===== src/rtl/ps2_kbd_cmd_if.sv =====
// Handshake bundle between the SMC command register, the PS2 keyboard port and the scan-code FIFO.
// slave is the command sequencer side; master is the surrounding logic that drives its inputs.
interface ps2_kbd_cmd_if;
   logic [7:0] cmd_i;
   logic       cmd_v_i;
   logic       cmd_busy_o;
   logic [7:0] stat_o;
   logic [7:0] ps2_tx_o;
   logic       ps2_tx_v_o;
   logic       ps2_busy_i;
   logic       ps2_tx_acked_i;
   logic       ps2_tx_errd_i;
   logic [7:0] rx_code_i;
   logic       rx_code_v_i;
   logic [7:0] fwd_code_o;
   logic       fwd_code_v_o;

   modport slave (
      input  cmd_i, cmd_v_i, ps2_busy_i, ps2_tx_acked_i, ps2_tx_errd_i, rx_code_i, rx_code_v_i,
      output cmd_busy_o, stat_o, ps2_tx_o, ps2_tx_v_o, fwd_code_o, fwd_code_v_o
   );

   modport master (
      output cmd_i, cmd_v_i, ps2_busy_i, ps2_tx_acked_i, ps2_tx_errd_i, rx_code_i, rx_code_v_i,
      input  cmd_busy_o, stat_o, ps2_tx_o, ps2_tx_v_o, fwd_code_o, fwd_code_v_o
   );
endinterface


===== src/rtl/ps2_kbd_cmd.sv =====
// Host-to-keyboard command sequencer: sends a command byte, waits for ACK/RESEND with retry and
// timeout, forwards unrelated bytes. Define PS2KBD_CMD_RESPFWD_EN to also forward consumed responses.
module ps2_kbd_cmd #(
   parameter int unsigned TIMEOUT_US = 20000,
   parameter int unsigned MAX_RETRY  = 2
) (
   input  logic          clk6x,
   input  logic          resetn,
   input  logic          ck1us,
   ps2_kbd_cmd_if.slave  bus
);

   localparam int unsigned TmoW   = $clog2(TIMEOUT_US + 1);
   localparam int unsigned RetryW = (MAX_RETRY > 0) ? $clog2(MAX_RETRY + 1) : 1;

   localparam logic [TmoW-1:0]   TmoMax   = TmoW'(TIMEOUT_US);
   localparam logic [TmoW-1:0]   TmoLast  = TmoW'(TIMEOUT_US - 1);
   localparam logic [RetryW-1:0] RetryMax = RetryW'(MAX_RETRY);

   localparam logic [7:0] RespAck    = 8'hFA;
   localparam logic [7:0] RespResend = 8'hFE;
   localparam logic [7:0] StatNone   = 8'h00;
   localparam logic [7:0] StatTmo    = 8'hFF;

`ifdef PS2KBD_CMD_RESPFWD_EN
   localparam bit RespFwd = 1'b1;
`else
   localparam bit RespFwd = 1'b0;
`endif

   typedef enum logic [1:0] {StIdle, StSend, StWaitLink, StWaitResp} state_e;

   state_e            state_q, state_d;
   logic [7:0]        cmd_q, cmd_d;
   logic [7:0]        stat_q, stat_d;
   logic [RetryW-1:0] retry_q, retry_d;
   logic [TmoW-1:0]   tmo_q, tmo_d;
   logic [7:0]        tx_q, tx_d;
   logic              tx_v_q, tx_v_d;
   logic [7:0]        fwd_q, fwd_d;
   logic              fwd_v_q, fwd_v_d;

   logic              retry_req;
   logic              tmo_hit;
   logic              is_resp;
   logic [TmoW-1:0]   tmo_inc;

   // Timeout fires on the tick that brings the count to TIMEOUT_US, or once already saturated.
   assign tmo_hit = (tmo_q == TmoMax) || (ck1us && (tmo_q == TmoLast));
   assign tmo_inc = (ck1us && (tmo_q != TmoMax)) ? tmo_q + 1'b1 : tmo_q;
   assign is_resp = (bus.rx_code_i == RespAck) || (bus.rx_code_i == RespResend);

   always_ff @(posedge clk6x) begin
      if (!resetn) begin
         state_q <= StIdle;
         cmd_q   <= 8'h00;
         stat_q  <= StatNone;
         retry_q <= '0;
         tmo_q   <= '0;
         tx_q    <= 8'h00;
         tx_v_q  <= 1'b0;
         fwd_q   <= 8'h00;
         fwd_v_q <= 1'b0;
      end else begin
         state_q <= state_d;
         cmd_q   <= cmd_d;
         stat_q  <= stat_d;
         retry_q <= retry_d;
         tmo_q   <= tmo_d;
         tx_q    <= tx_d;
         tx_v_q  <= tx_v_d;
         fwd_q   <= fwd_d;
         fwd_v_q <= fwd_v_d;
      end
   end

   always_comb begin
      state_d   = state_q;
      cmd_d     = cmd_q;
      stat_d    = stat_q;
      retry_d   = retry_q;
      tmo_d     = tmo_q;
      tx_d      = tx_q;
      tx_v_d    = 1'b0;
      retry_req = 1'b0;

      case (state_q)
         StIdle: begin
            if (bus.cmd_v_i) begin
               state_d = StSend;
               cmd_d   = bus.cmd_i;
               stat_d  = StatNone;
               retry_d = '0;
            end
         end
         StSend: begin
            if (!bus.ps2_busy_i) begin
               tx_v_d  = 1'b1;
               tx_d    = cmd_q;
               tmo_d   = '0;
               state_d = StWaitLink;
            end
         end
         StWaitLink: begin
            tmo_d = tmo_inc;
            // A NACK wins over a simultaneous ACK.
            if (bus.ps2_tx_errd_i) begin
               retry_req = 1'b1;
            end else if (bus.ps2_tx_acked_i) begin
               tmo_d   = '0;
               state_d = StWaitResp;
            end else if (tmo_hit) begin
               stat_d  = StatTmo;
               state_d = StIdle;
            end
         end
         StWaitResp: begin
            tmo_d = tmo_inc;
            if (bus.rx_code_v_i) begin
               if (bus.rx_code_i == RespAck) begin
                  stat_d  = RespAck;
                  state_d = StIdle;
               end else if (bus.rx_code_i == RespResend) begin
                  retry_req = 1'b1;
               end
            end else if (tmo_hit) begin
               stat_d  = StatTmo;
               state_d = StIdle;
            end
         end
         default: state_d = StIdle;
      endcase

      if (retry_req) begin
         if (retry_q < RetryMax) begin
            retry_d = retry_q + 1'b1;
            state_d = StSend;
         end else begin
            stat_d  = RespResend;
            state_d = StIdle;
         end
      end
   end

   always_comb begin
      fwd_v_d = bus.rx_code_v_i && (RespFwd || !((state_q == StWaitResp) && is_resp));
      fwd_d   = fwd_v_d ? bus.rx_code_i : fwd_q;
   end

   always_comb begin
      bus.cmd_busy_o   = (state_q != StIdle);
      bus.stat_o       = stat_q;
      bus.ps2_tx_o     = tx_q;
      bus.ps2_tx_v_o   = tx_v_q;
      bus.fwd_code_o   = fwd_q;
      bus.fwd_code_v_o = fwd_v_q;
   end

endmodule

===== src/flat_wrapper.sv =====
// flat-port wrapper written by rule: the top's interface ports become plain ports
module ps2_kbd_cmd_flat 
#(
   parameter int unsigned TIMEOUT_US = 20000,
   parameter int unsigned MAX_RETRY  = 2
)
  (clk6x, resetn, ck1us, bus_cmd_i, bus_cmd_v_i, bus_ps2_busy_i, bus_ps2_tx_acked_i, bus_ps2_tx_errd_i, bus_rx_code_i, bus_rx_code_v_i, bus_cmd_busy_o, bus_stat_o, bus_ps2_tx_o, bus_ps2_tx_v_o, bus_fwd_code_o, bus_fwd_code_v_o);
  ps2_kbd_cmd_if bus_i ();
  input  logic clk6x;
  input  logic resetn;
  input  logic ck1us;
  input wire logic [$bits(bus_i.cmd_i)-1:0] bus_cmd_i;
  input wire logic [$bits(bus_i.cmd_v_i)-1:0] bus_cmd_v_i;
  input wire logic [$bits(bus_i.ps2_busy_i)-1:0] bus_ps2_busy_i;
  input wire logic [$bits(bus_i.ps2_tx_acked_i)-1:0] bus_ps2_tx_acked_i;
  input wire logic [$bits(bus_i.ps2_tx_errd_i)-1:0] bus_ps2_tx_errd_i;
  input wire logic [$bits(bus_i.rx_code_i)-1:0] bus_rx_code_i;
  input wire logic [$bits(bus_i.rx_code_v_i)-1:0] bus_rx_code_v_i;
  output wire logic [$bits(bus_i.cmd_busy_o)-1:0] bus_cmd_busy_o;
  output wire logic [$bits(bus_i.stat_o)-1:0] bus_stat_o;
  output wire logic [$bits(bus_i.ps2_tx_o)-1:0] bus_ps2_tx_o;
  output wire logic [$bits(bus_i.ps2_tx_v_o)-1:0] bus_ps2_tx_v_o;
  output wire logic [$bits(bus_i.fwd_code_o)-1:0] bus_fwd_code_o;
  output wire logic [$bits(bus_i.fwd_code_v_o)-1:0] bus_fwd_code_v_o;
  assign bus_i.cmd_i = bus_cmd_i;
  assign bus_i.cmd_v_i = bus_cmd_v_i;
  assign bus_i.ps2_busy_i = bus_ps2_busy_i;
  assign bus_i.ps2_tx_acked_i = bus_ps2_tx_acked_i;
  assign bus_i.ps2_tx_errd_i = bus_ps2_tx_errd_i;
  assign bus_i.rx_code_i = bus_rx_code_i;
  assign bus_i.rx_code_v_i = bus_rx_code_v_i;
  assign bus_cmd_busy_o = bus_i.cmd_busy_o;
  assign bus_stat_o = bus_i.stat_o;
  assign bus_ps2_tx_o = bus_i.ps2_tx_o;
  assign bus_ps2_tx_v_o = bus_i.ps2_tx_v_o;
  assign bus_fwd_code_o = bus_i.fwd_code_o;
  assign bus_fwd_code_v_o = bus_i.fwd_code_v_o;
  ps2_kbd_cmd #(.TIMEOUT_US(TIMEOUT_US), .MAX_RETRY(MAX_RETRY)) u_core (.clk6x(clk6x), .resetn(resetn), .ck1us(ck1us), .bus(bus_i));
endmodule

===== config.mk =====
export PLATFORM = sky130hd
export DESIGN_NAME = ps2_kbd_cmd_flat
export DESIGN_NICKNAME = d
export VERILOG_FILES = /design/src/rtl/ps2_kbd_cmd_if.sv /design/src/rtl/ps2_kbd_cmd.sv /design/src/flat_wrapper.sv
export SDC_FILE = /design/constraint.sdc
export NUM_CORES = 1
export LEC_CHECK = 0
export CORE_MARGIN = 3
export CORE_UTILIZATION = 45
export CTS_CLUSTER_DIAMETER = 120
export DETAILED_ROUTE_END_ITERATION = 10
export PLACE_DENSITY = 0.79
export SLEW_MARGIN = 10
export SYNTH_ARGS = -nofsm -noshare
export SYNTH_HDL_FRONTEND = slang
export SYNTH_SLANG_ARGS = --single-unit

===== constraint.sdc =====
create_clock -name clk6x -period 3.15 [get_ports clk6x]
set_clock_uncertainty 0.2 [all_clocks]
set_input_delay 0.4725 -clock clk6x [delete_from_list [all_inputs] [get_ports clk6x]]
set_output_delay 0.4725 -clock clk6x [all_outputs]
set_load 0.02 [all_outputs]

# ---- After elaboration in Yosys (flattened, before gate mapping)
# Cells that the tools add are included.
dict set report classes {
  n_bitwise 1
  n_mux 34
  n_lt_le_gt_ge 1
  n_reduce_logical 15
  n_div 0
  multipliers 0
  n_eq_ne 13
  shift 0
  add_sub_neg 2
}
# operator n
set ops {}
lappend ops {{$mux 8} 8}
lappend ops {{$mux 15} 4}
lappend ops {{$pmux 15 s3} 1}
lappend ops {{$eq 15x15->1 const B} 2}
lappend ops {{$mux 2} 12}
lappend ops {{$pmux 8 s3} 1}
lappend ops {{$eq 8x8->1 const B} 2}
lappend ops {{$add 15x1->15 const B} 1}
lappend ops {{$ne 15x15->1 const B} 1}
lappend ops {{$ne 3x2->1 const B} 3}
lappend ops {{$pmux 2 s4} 1}
lappend ops {{$reduce_and 2->1} 4}
lappend ops {{$mux 1} 6}
lappend ops {{$eq 2x2->1 const B} 2}
lappend ops {{$logic_and 1x1->1} 4}
lappend ops {{$ne 4x2->1 const B} 1}
lappend ops {{$reduce_and 4->1} 1}
lappend ops {{$reduce_bool 3->1} 1}
lappend ops {{$add 2x1->2 const B} 1}
lappend ops {{$eq 2x1->1 const B} 1}
lappend ops {{$logic_not 2->1} 1}
lappend ops {{$logic_or 1x1->1} 2}
lappend ops {{$lt 2x2->1 const B} 1}
lappend ops {{$ne 2x2->1 const B} 1}
lappend ops {{other kinds (4)} 4}
dict set report totals {
  latchBits 0
  reg_bits 53
  output_inout_bits 27
  ramBits 0
  elab_cells 75
  rom_bits 0
  mem_count 0
  inputBits 24
}

# ---- Longest topological paths before layout
# Gate-level depths: netlist (run 1).
dict set report depth {
  ltp_word 9
  ltp_mapped 7
  ltp_nobuf 6
}

# ---- Worst setup path before layout (run 1)
# OpenSTA, ideal clock, no wires.
dict set report synth_path {
  path_kind {input -> register}
  startpoint {input port bus_rx_code_i[6]}
  endpoint {register u_core.stat_q[0] (netlist: u_core.bus.stat_o[0])}
  setup_time_ns 0.118
  required_ns 2.832
  setup_slack_ns 1.178
  arrival_ns 1.654
  n_path_buf 1
  path_stages 6
  path_cell_list {nand4_1 or3_1 buf_6 or3_1 a32oi_1 nor2_1}
}
dict set report synth_between {
  elab_chain_cells 6
  word_cells_on_any_way 11
  cone_classes {eq/ne: 2; mux: 9}
}
# item line
set synth_lines {}
lappend synth_lines {{start: declaration} flat_wrapper.sv:17} ;# input wire logic [$bits(bus_i.rx_code_i)-1:0] bus_rx_code_i;
lappend synth_lines {{$eq 8x8->1 (on tied branches)} {ps2_kbd_cmd.sv:120, ps2_kbd_cmd.sv:123}}
lappend synth_lines {{$mux 8 or $mux 1 (tied branches)} {ps2_kbd_cmd.sv:120, ps2_kbd_cmd.sv:123}}
lappend synth_lines {{$mux 8 or $mux 1 (tied branches)} {ps2_kbd_cmd.sv:119, ps2_kbd_cmd.sv:120}}
lappend synth_lines {{$pmux 8 s3 or $mux 1 (tied branches)} {ps2_kbd_cmd.sv:87, ps2_kbd_cmd.sv:119}}
lappend synth_lines {{$mux 8 or $pmux 1 s2 (tied branches)} {ps2_kbd_cmd.sv:135, ps2_kbd_cmd.sv:87}}
lappend synth_lines {{$mux 8 (*)} ps2_kbd_cmd.sv:134} ;# if (retry_req) begin
lappend synth_lines {{end signal: assignment} ps2_kbd_cmd.sv:57} ;# stat_q <= StatNone;
lappend synth_lines {{end signal: assignment} ps2_kbd_cmd.sv:67} ;# stat_q <= stat_d;
lappend synth_lines {{end: declaration} ps2_kbd_cmd.sv:35} ;# logic [7:0] stat_q, stat_d;
# Every way passes the cells marked *; elsewhere a longest branch is shown, timed or not.
# A chain may end at the register's enable or synchronous reset.

# ---- Worst setup path after layout (run 1)
dict set report layout_path {
  startpoint {register u_core.state_q[1]}
  endpoint {output port bus_cmd_busy_o}
}
dict set report layout_between {
  elab_chain_cells 1
}
# item line
set layout_lines {}
lappend layout_lines {{start: declaration} ps2_kbd_cmd.sv:33} ;# state_e state_q, state_d;
lappend layout_lines {{start signal: assignment} ps2_kbd_cmd.sv:55} ;# state_q <= StIdle;
lappend layout_lines {{start signal: assignment} ps2_kbd_cmd.sv:65} ;# state_q <= state_d;
lappend layout_lines {{$reduce_bool 2->1} ps2_kbd_cmd.sv:151} ;# bus.cmd_busy_o = (state_q != StIdle);
lappend layout_lines {{end: declaration} flat_wrapper.sv:19} ;# output wire logic [$bits(bus_i.cmd_busy_o)-1:0] bus_cmd_busy_o;
# No other way between the ends.

==> flow_summary_export.csv, run 1 <==
group,metric,value,unit
outcome,status,"completed",
synthesis,syn_nets,303,
global_route,grt_usage,18.3,%
cells_and_area,final_cell_mix,"53 x dfxtp_1, 50 x clkdlybuf4s50_1, 37 x nor2_1",
clock_tree,clkTransAtPathRegs,0.11,ns
setup_path,end_kind,"output pin",
route,top_layer_used,"met4",
power_and_ir_drop,switching_share,27.9,%
cells_and_area,n_antenna_cell,0,
run,cap_violations,0,
cells_and_area,layout_commonest_cell,"dfxtp_1",
clock_tree,post_cts_resized,0,
cells_and_area,area_growth,26.1,%
route,avgViaCountPerCell,5.32,
sta,rsz0062_at_grt,"no",
clock_tree,cts_setup_buffers,0,
route,wl_met1,2.54,mm
clock_tree,cts_buffer_depth,2,
power_and_ir_drop,p_clk_share,30.7,%
power_and_ir_drop,power.total,1.32,mW
route,via_count,2098,
sta,fin_crit,2.45,ns
min_path,hold-path-cell-count,2,
synthesis,synth.avg_cell_area,8.72,sq um
place,place_inst,386,
power_and_ir_drop,pwr-share-comb,15.0,%
synthesis,synth_area_leader_cell,"dfxtp_1",
power_and_ir_drop,leakagePower,1.04,nW
power_and_ir_drop,seqPwrFrac,54.3,%
power_and_ir_drop,p_switching,0.368,mW
floorplan,dieArea,6280,sq um
sta,drv_slew,0,
global_route,antenna_found_initial,0,
route,drt_pass1_iterations,4,
cells_and_area,layoutNonFillerInstCount,394,
sta,slew_headroom,48.2,%
floorplan,die_h,79.3,um
setup_path,critPathMaxFanout,16,
synthesis,yosysTopAreaCellShare,43.9,%
sta,min_period_over_period,77.8,%
clock_tree,hold_buffers,0,
route,initialDrtViolationCount,141,
sta,tns,0,ns
global_route,first_global_vias,2021,
global_route,grt_max_degree,20,
clock_tree,clk_latency,0.31,ns
cells_and_area,design_area,3050,sq um
place,portBuffers,50,
place,place.gp.congestion,0.877,
sta,fmax,408,MHz
clock_tree,clock_sinks,53,
sta,hold_viol_final,0,
clock_tree,cts_root_buf,"clkbuf_8",
cells_and_area,fill_cells,484,
synthesis,yosys-top-cells-area,"dfxtp_1 44%, mux2i_1 6.6%, nor2_1 5.7%",
route,ant_nets,0,
global_route,grt_pass1_wl,9.16,mm
setup_path,reg2reg_to,"u_core.bus.stat_o[1]$_SDFF_PN0_",
route,routedWlPerCell,13.4,um
setup_path,rrSetupSlack,0.92,ns
setup_path,critPathRequiredTime,2.48,ns
floorplan,design.core.area,5140,sq um
power_and_ir_drop,p_per_area,433,nW/um^2
synthesis,async_reset_ff_share,0,%
synthesis,synth_edf_count,0,
route,drt_wl_total,5.29,mm
sta,finalSetupViolCount,0,
global_route,gr-total-overflow,0,
min_path,min_path_type,"reg2reg",
synthesis,syn_area,2420,sq um
synthesis,ys_types,47,
setup_path,rr_worst_depth,5,
cells_and_area,final_nets,349,
setup_path,worstSetupStartpointType,"register",
power_and_ir_drop,p_int,0.951,mW
clock_tree,tritoncts,"yes",
floorplan,die_x,79.3,um
synthesis,synth_seq_cells,53,
clock_tree,numCtsBuffers,5,
cells_and_area,drive_above_1_share,7.10,%
synthesis,synthCells,277,
setup_path,crit_type,"reg2out",
min_path,worstHoldStart,"u_core.cmd_q[2]$_SDFFE_PN0P_",
synthesis,synth_flop_cell,"dfxtp_1",
synthesis,yosysWarnings,0,
min_path,hold_path_end,"u_core.cmd_q[2]$_SDFFE_PN0P_",
synthesis,synth.yosys.seq_area_share,43.9,%
power_and_ir_drop,ir_worst_vdd,223,uV
floorplan,start_util,47.0,%
sta,tightest_slew,0.771,ns
floorplan,fp-row-count,26,
route,wl_met2,2.46,mm
setup_path,arrival,1.78,ns
route,drc,0,
floorplan,ios,51,
place,dp_hpwl,3.93,mm
clock_tree,htree_num_levels,2,
place,placed_cell_area,2950,sq um
route,wl_met3,242,um
setup_path,reg2reg_from,"u_core.tmo_q[10]$_SDFFE_PN0P_",
-- synth_stat cells (2+ instances only) --
master     number
or3_1           5
buf_6           2
nand2_1        28
o21ai_0         8
inv_2           2
a2111oi_2       2
nand4_1         6
nand2b_1        4
a211oi_1        9
o41ai_1         3
a31oi_1         2
o21a_1          2
a21oi_1        26
ha_1            2
and3_1          2
nor2_1         37
buf_2           5
inv_1           8
clkbuf_1        6
nor3_1          4
nand3_1         6
dfxtp_1        53
mux2i_1        16
and4_1          3
o211ai_1        2
nor2b_1         2
xnor2_1        12
-- area by class of cell --
cell class              count  area [sq um]  area share, %
well taps                  70          87.6           2.87
clock inverters             3          26.3          0.862
flip-flops and latches     53          1060           34.8
repair buffers             53           523           17.2
inverters                  10          37.5           1.23
multi-input cells         200          1240           40.8
clock buffers               5          68.8           2.26
-- state kept, by name, indices dropped and copies added (netlist names) --
signal	count
u_core.bus.fwd_code_o	8
u_core.bus.fwd_code_v_o	1
u_core.bus.ps2_tx_o	8
u_core.bus.ps2_tx_v_o	1
u_core.bus.stat_o	8
u_core.cmd_q	8
u_core.retry_q	2
u_core.state_q	2
u_core.tmo_q	15
-- metal layers --
layer,GRT usage (%),up-vias
met5,0,-
met4,5.67,0
met3,4.54,2
met2,30.1,50
met1,23.5,971
li1,-,1075
-- critical path, stage by stage (launching register included) --
cell and delay (ns):
dfxtp_1 0.63, nor2_1 0.13, inv_1 0.09, clkdlybuf4s50_1 0.62
-- through the flow --
stage	util (%)	setup WS (ns)	hold slack (ns)
2_1_floorplan	-	1.18	0.236
3_3_place_gp	57.4	0.527	0.243
3_5_place_dp	57.4	0.522	0.250
4_1_cts	59.3	0.706	0.264
5_1_grt	59.3	0.508	0.296
6_report	59.3	0.699	0.264
-- power by group through the flow --
stage,Combinational [mW],Clock [mW],Sequential [mW]
after global placement,0.195,0,0.730
final,0.197,0.405,0.716
after floorplan,0.114,0,0.732
after CTS,0.200,0.418,0.715
after global routing,0.220,0.449,0.720
after detailed placement,0.199,0,0.731
-- logic make-up after synthesis --
family | Yosys count | share of synthesized area [%]
simple gates | 106 | 21.7
compound gates | 64 | 17.7
flops | 53 | 43.9
buf+inv | 24 | 4.66
mux | 16 | 6.63
xor+xnor | 12 | 4.35
fa+ha+maj | 2 | 1.04
-- how the worst max path moves through the flow --
stage,start,end,slack [ns],depth (start not counted)
2_1_floorplan,bus_rx_code_i[6],u_core.bus.stat_o[0]$_SDFF_PN0_,1.18,6
3_3_place_gp,bus_rx_code_v_i,u_core.bus.stat_o[7]$_SDFF_PN0_,0.53,6
3_5_place_dp,bus_rx_code_v_i,u_core.bus.stat_o[2]$_SDFF_PN0_,0.52,6
4_1_cts,u_core.state_q[1]$_SDFFE_PN0P_,bus_cmd_busy_o,0.71,3
5_1_grt,bus_rx_code_v_i,u_core.bus.stat_o[3]$_SDFF_PN0_,0.51,6
6_report,u_core.state_q[1]$_SDFFE_PN0P_,bus_cmd_busy_o,0.70,3
(Power assumes the default switching activity.)
==> run 2, diff against run 1 <==
==> constraint.sdc (replaced) <==
create_clock -name clk6x -period 2.4 [get_ports clk6x]
set_clock_uncertainty 0.2 [all_clocks]
set_input_delay 0.36 -clock clk6x [delete_from_list [all_inputs] [get_ports clk6x]]
set_output_delay 0.36 -clock clk6x [all_outputs]
set_load 0.02 [all_outputs]
==> run 2 against run 1 <==
  * Die area is the same
  * Setup slack lost 0.54 ns
  * Power grew 32%
  * Non-clock buffer count grew 5
  * Critical endpoint unchanged
  * Largest power group unchanged
  * Highest routed layer unchanged
==> flow_summary_export.csv, run 2 (synthesized netlist as in run 1, its figures left out) <==
group,metric,value,unit
setup_path,crit_type,"reg2out",
run,cap_violations,0,
floorplan,ios,51,
sta,rsz0062_at_grt,"no",
cells_and_area,n_antenna_cell,0,
setup_path,critPathSlowestCell,"clkdlybuf4s50_1",
clock_tree,clkTransAtPathRegs,0.11,ns
route,ant_nets,0,
setup_path,critPathMaxFanout,11,
power_and_ir_drop,p_switching,0.489,mW
cells_and_area,design_area,3100,sq um
route,initialDrtViolationCount,177,
cells_and_area,area_growth,28.3,%
place,portBuffers,50,
power_and_ir_drop,seqPwrFrac,53.9,%
clock_tree,numCtsBuffers,5,
floorplan,design.core.area,5140,sq um
route,via_count,2118,
setup_path,worstSetupStartpointType,"register",
cells_and_area,final_util,60.3,%
clock_tree,cts_buffer_depth,2,
route,avgViaCountPerCell,5.31,
min_path,min_path_type,"reg2reg",
floorplan,dieArea,6280,sq um
floorplan,die_h,79.3,um
clock_tree,cts_root_buf,"clkbuf_8",
cells_and_area,fill_cells,505,
route,drc,0,
place,place.gp.congestion,0.863,
floorplan,fp-row-count,26,
power_and_ir_drop,pwr-share-comb,15.2,%
clock_tree,htree_num_levels,2,
route,routedWlPerCell,12.9,um
floorplan,start_util,47.0,%
setup_path,cp_slowest_stage_delay,0.62,ns
cells_and_area,drive_above_1_share,8.81,%
cells_and_area,layout_commonest_cell,"dfxtp_1",
sta,min_period_over_period,93.5,%
place,dp_hpwl,3.77,mm
power_and_ir_drop,p_per_area,562,nW/um^2
setup_path,path_cells,"nor2_1 -> inv_1 -> clkdlybuf4s50_1",
clock_tree,hold_buffers,0,
sta,fin_crit,2.24,ns
sta,tightest_slew,0.647,ns
power_and_ir_drop,p_clk_share,30.9,%
clock_tree,clock_sinks,53,
clock_tree,cts_setup_buffers,0,
global_route,first_global_vias,1991,
setup_path,critPathRequiredTime,1.84,ns
clock_tree,clk_latency,0.31,ns
global_route,antenna_found_initial,0,
global_route,grt_pass1_wl,8.80,mm
global_route,gr-total-overflow,0,
power_and_ir_drop,leakagePower,1.07,nW
cells_and_area,final_nets,354,
outcome,status,"completed",
cells_and_area,final_cell_mix,"52 x dfxtp_1, 50 x clkdlybuf4s50_1, 37 x nor2_1",
cells_and_area,largest_reg_flops,15,
power_and_ir_drop,p_int,1.25,mW
sta,fmax,445,MHz
setup_path,end_kind,"output pin",
sta,drv_slew,0,
route,drt_pass1_iterations,4,
place,placed_cell_area,3000,sq um
sta,hold_viol_final,0,
power_and_ir_drop,ir_worst_vdd,340,uV
global_route,grt_usage,17.1,%
clock_tree,tritoncts,"yes",
sta,finalSetupViolCount,0,
cells_and_area,ff_latch_area,1060,sq um
clock_tree,post_cts_resized,0,
global_route,grt_max_degree,37,
power_and_ir_drop,switching_share,28.0,%
sta,slew_headroom,56.6,%
cells_and_area,multi_input_area,1240,sq um
floorplan,die_x,79.3,um
setup_path,arrival,1.68,ns
cells_and_area,top_register,"u_core.tmo_q",
route,drt_wl_total,5.16,mm
## run 2: cell types whose count changed in the layout (fill, tap and decap cells not counted), sizes merged
cell and change:
inv -1, clkinv +1, buf +5
## run 2: final timing paths
path / startpoint / to / slack (ns) / cells after the start
worst max-delay path: u_core.state_q[0]$_SDFFE_PN0P_ / bus_cmd_busy_o / 0.16 / 3
worst min-delay path: u_core.cmd_q[4]$_SDFFE_PN0P_ / u_core.cmd_q[4]$_SDFFE_PN0P_ / 0.27 / 2
worst max register to register: u_core.tmo_q[0]$_SDFFE_PN0P_ / u_core.tmo_q[8]$_SDFFE_PN0P_ / 0.36 / 6
worst min register to register: u_core.cmd_q[4]$_SDFFE_PN0P_ / u_core.cmd_q[4]$_SDFFE_PN0P_ / 0.27 / 2
## run 2: critical path: cells and delay by family (launching register included)
family	cells	cell delay (ns)
buf+inv	2	0.71
simple gates	1	0.13
flops	1	0.54
## run 2: layout make-up
type                    count  area share, %
repair buffers             58           18.5
inverters                  10           1.21
flip-flops and latches     53           34.3
clock buffers               5           2.22
clock inverters             3          0.928
multi-input cells         200           40.1
well taps                  70           2.82
## run 2: layer usage
metal	up-vias	track usage (%)	wire length [um]	share of wire, %
met5	-	0	0	0
met4	0	5.84	67	1.3
li1	1079	-	-	-
met2	66	26.9	2360	46
met1	964	22.9	2410	47
met3	9	4.08	318	6.2
## run 2: through the flow
step	setup WS, ns	instances	total power [mW]	hold slack [ns]	setup TNS (ns)
after detailed placement	-0.0322	391	1.23	0.251	-0.0322
final	0.155	399	1.74	0.267	0
after CTS	0.0457	399	1.76	0.268	0
after global routing	0.0628	399	1.82	0.280	0
after global placement	0.0242	391	1.22	0.242	0
after floorplan	0.538	277	1.11	0.236	0
## run 2: power groups by stage
stage          Clock (mW)  Combinational (mW)  Sequential [mW]
3_3_place_gp            0               0.262            0.958
5_1_grt             0.584               0.292            0.945
3_5_place_dp            0               0.265            0.960
2_1_floorplan           0               0.149            0.961
4_1_cts             0.555               0.268            0.940
6_report            0.538               0.265            0.940
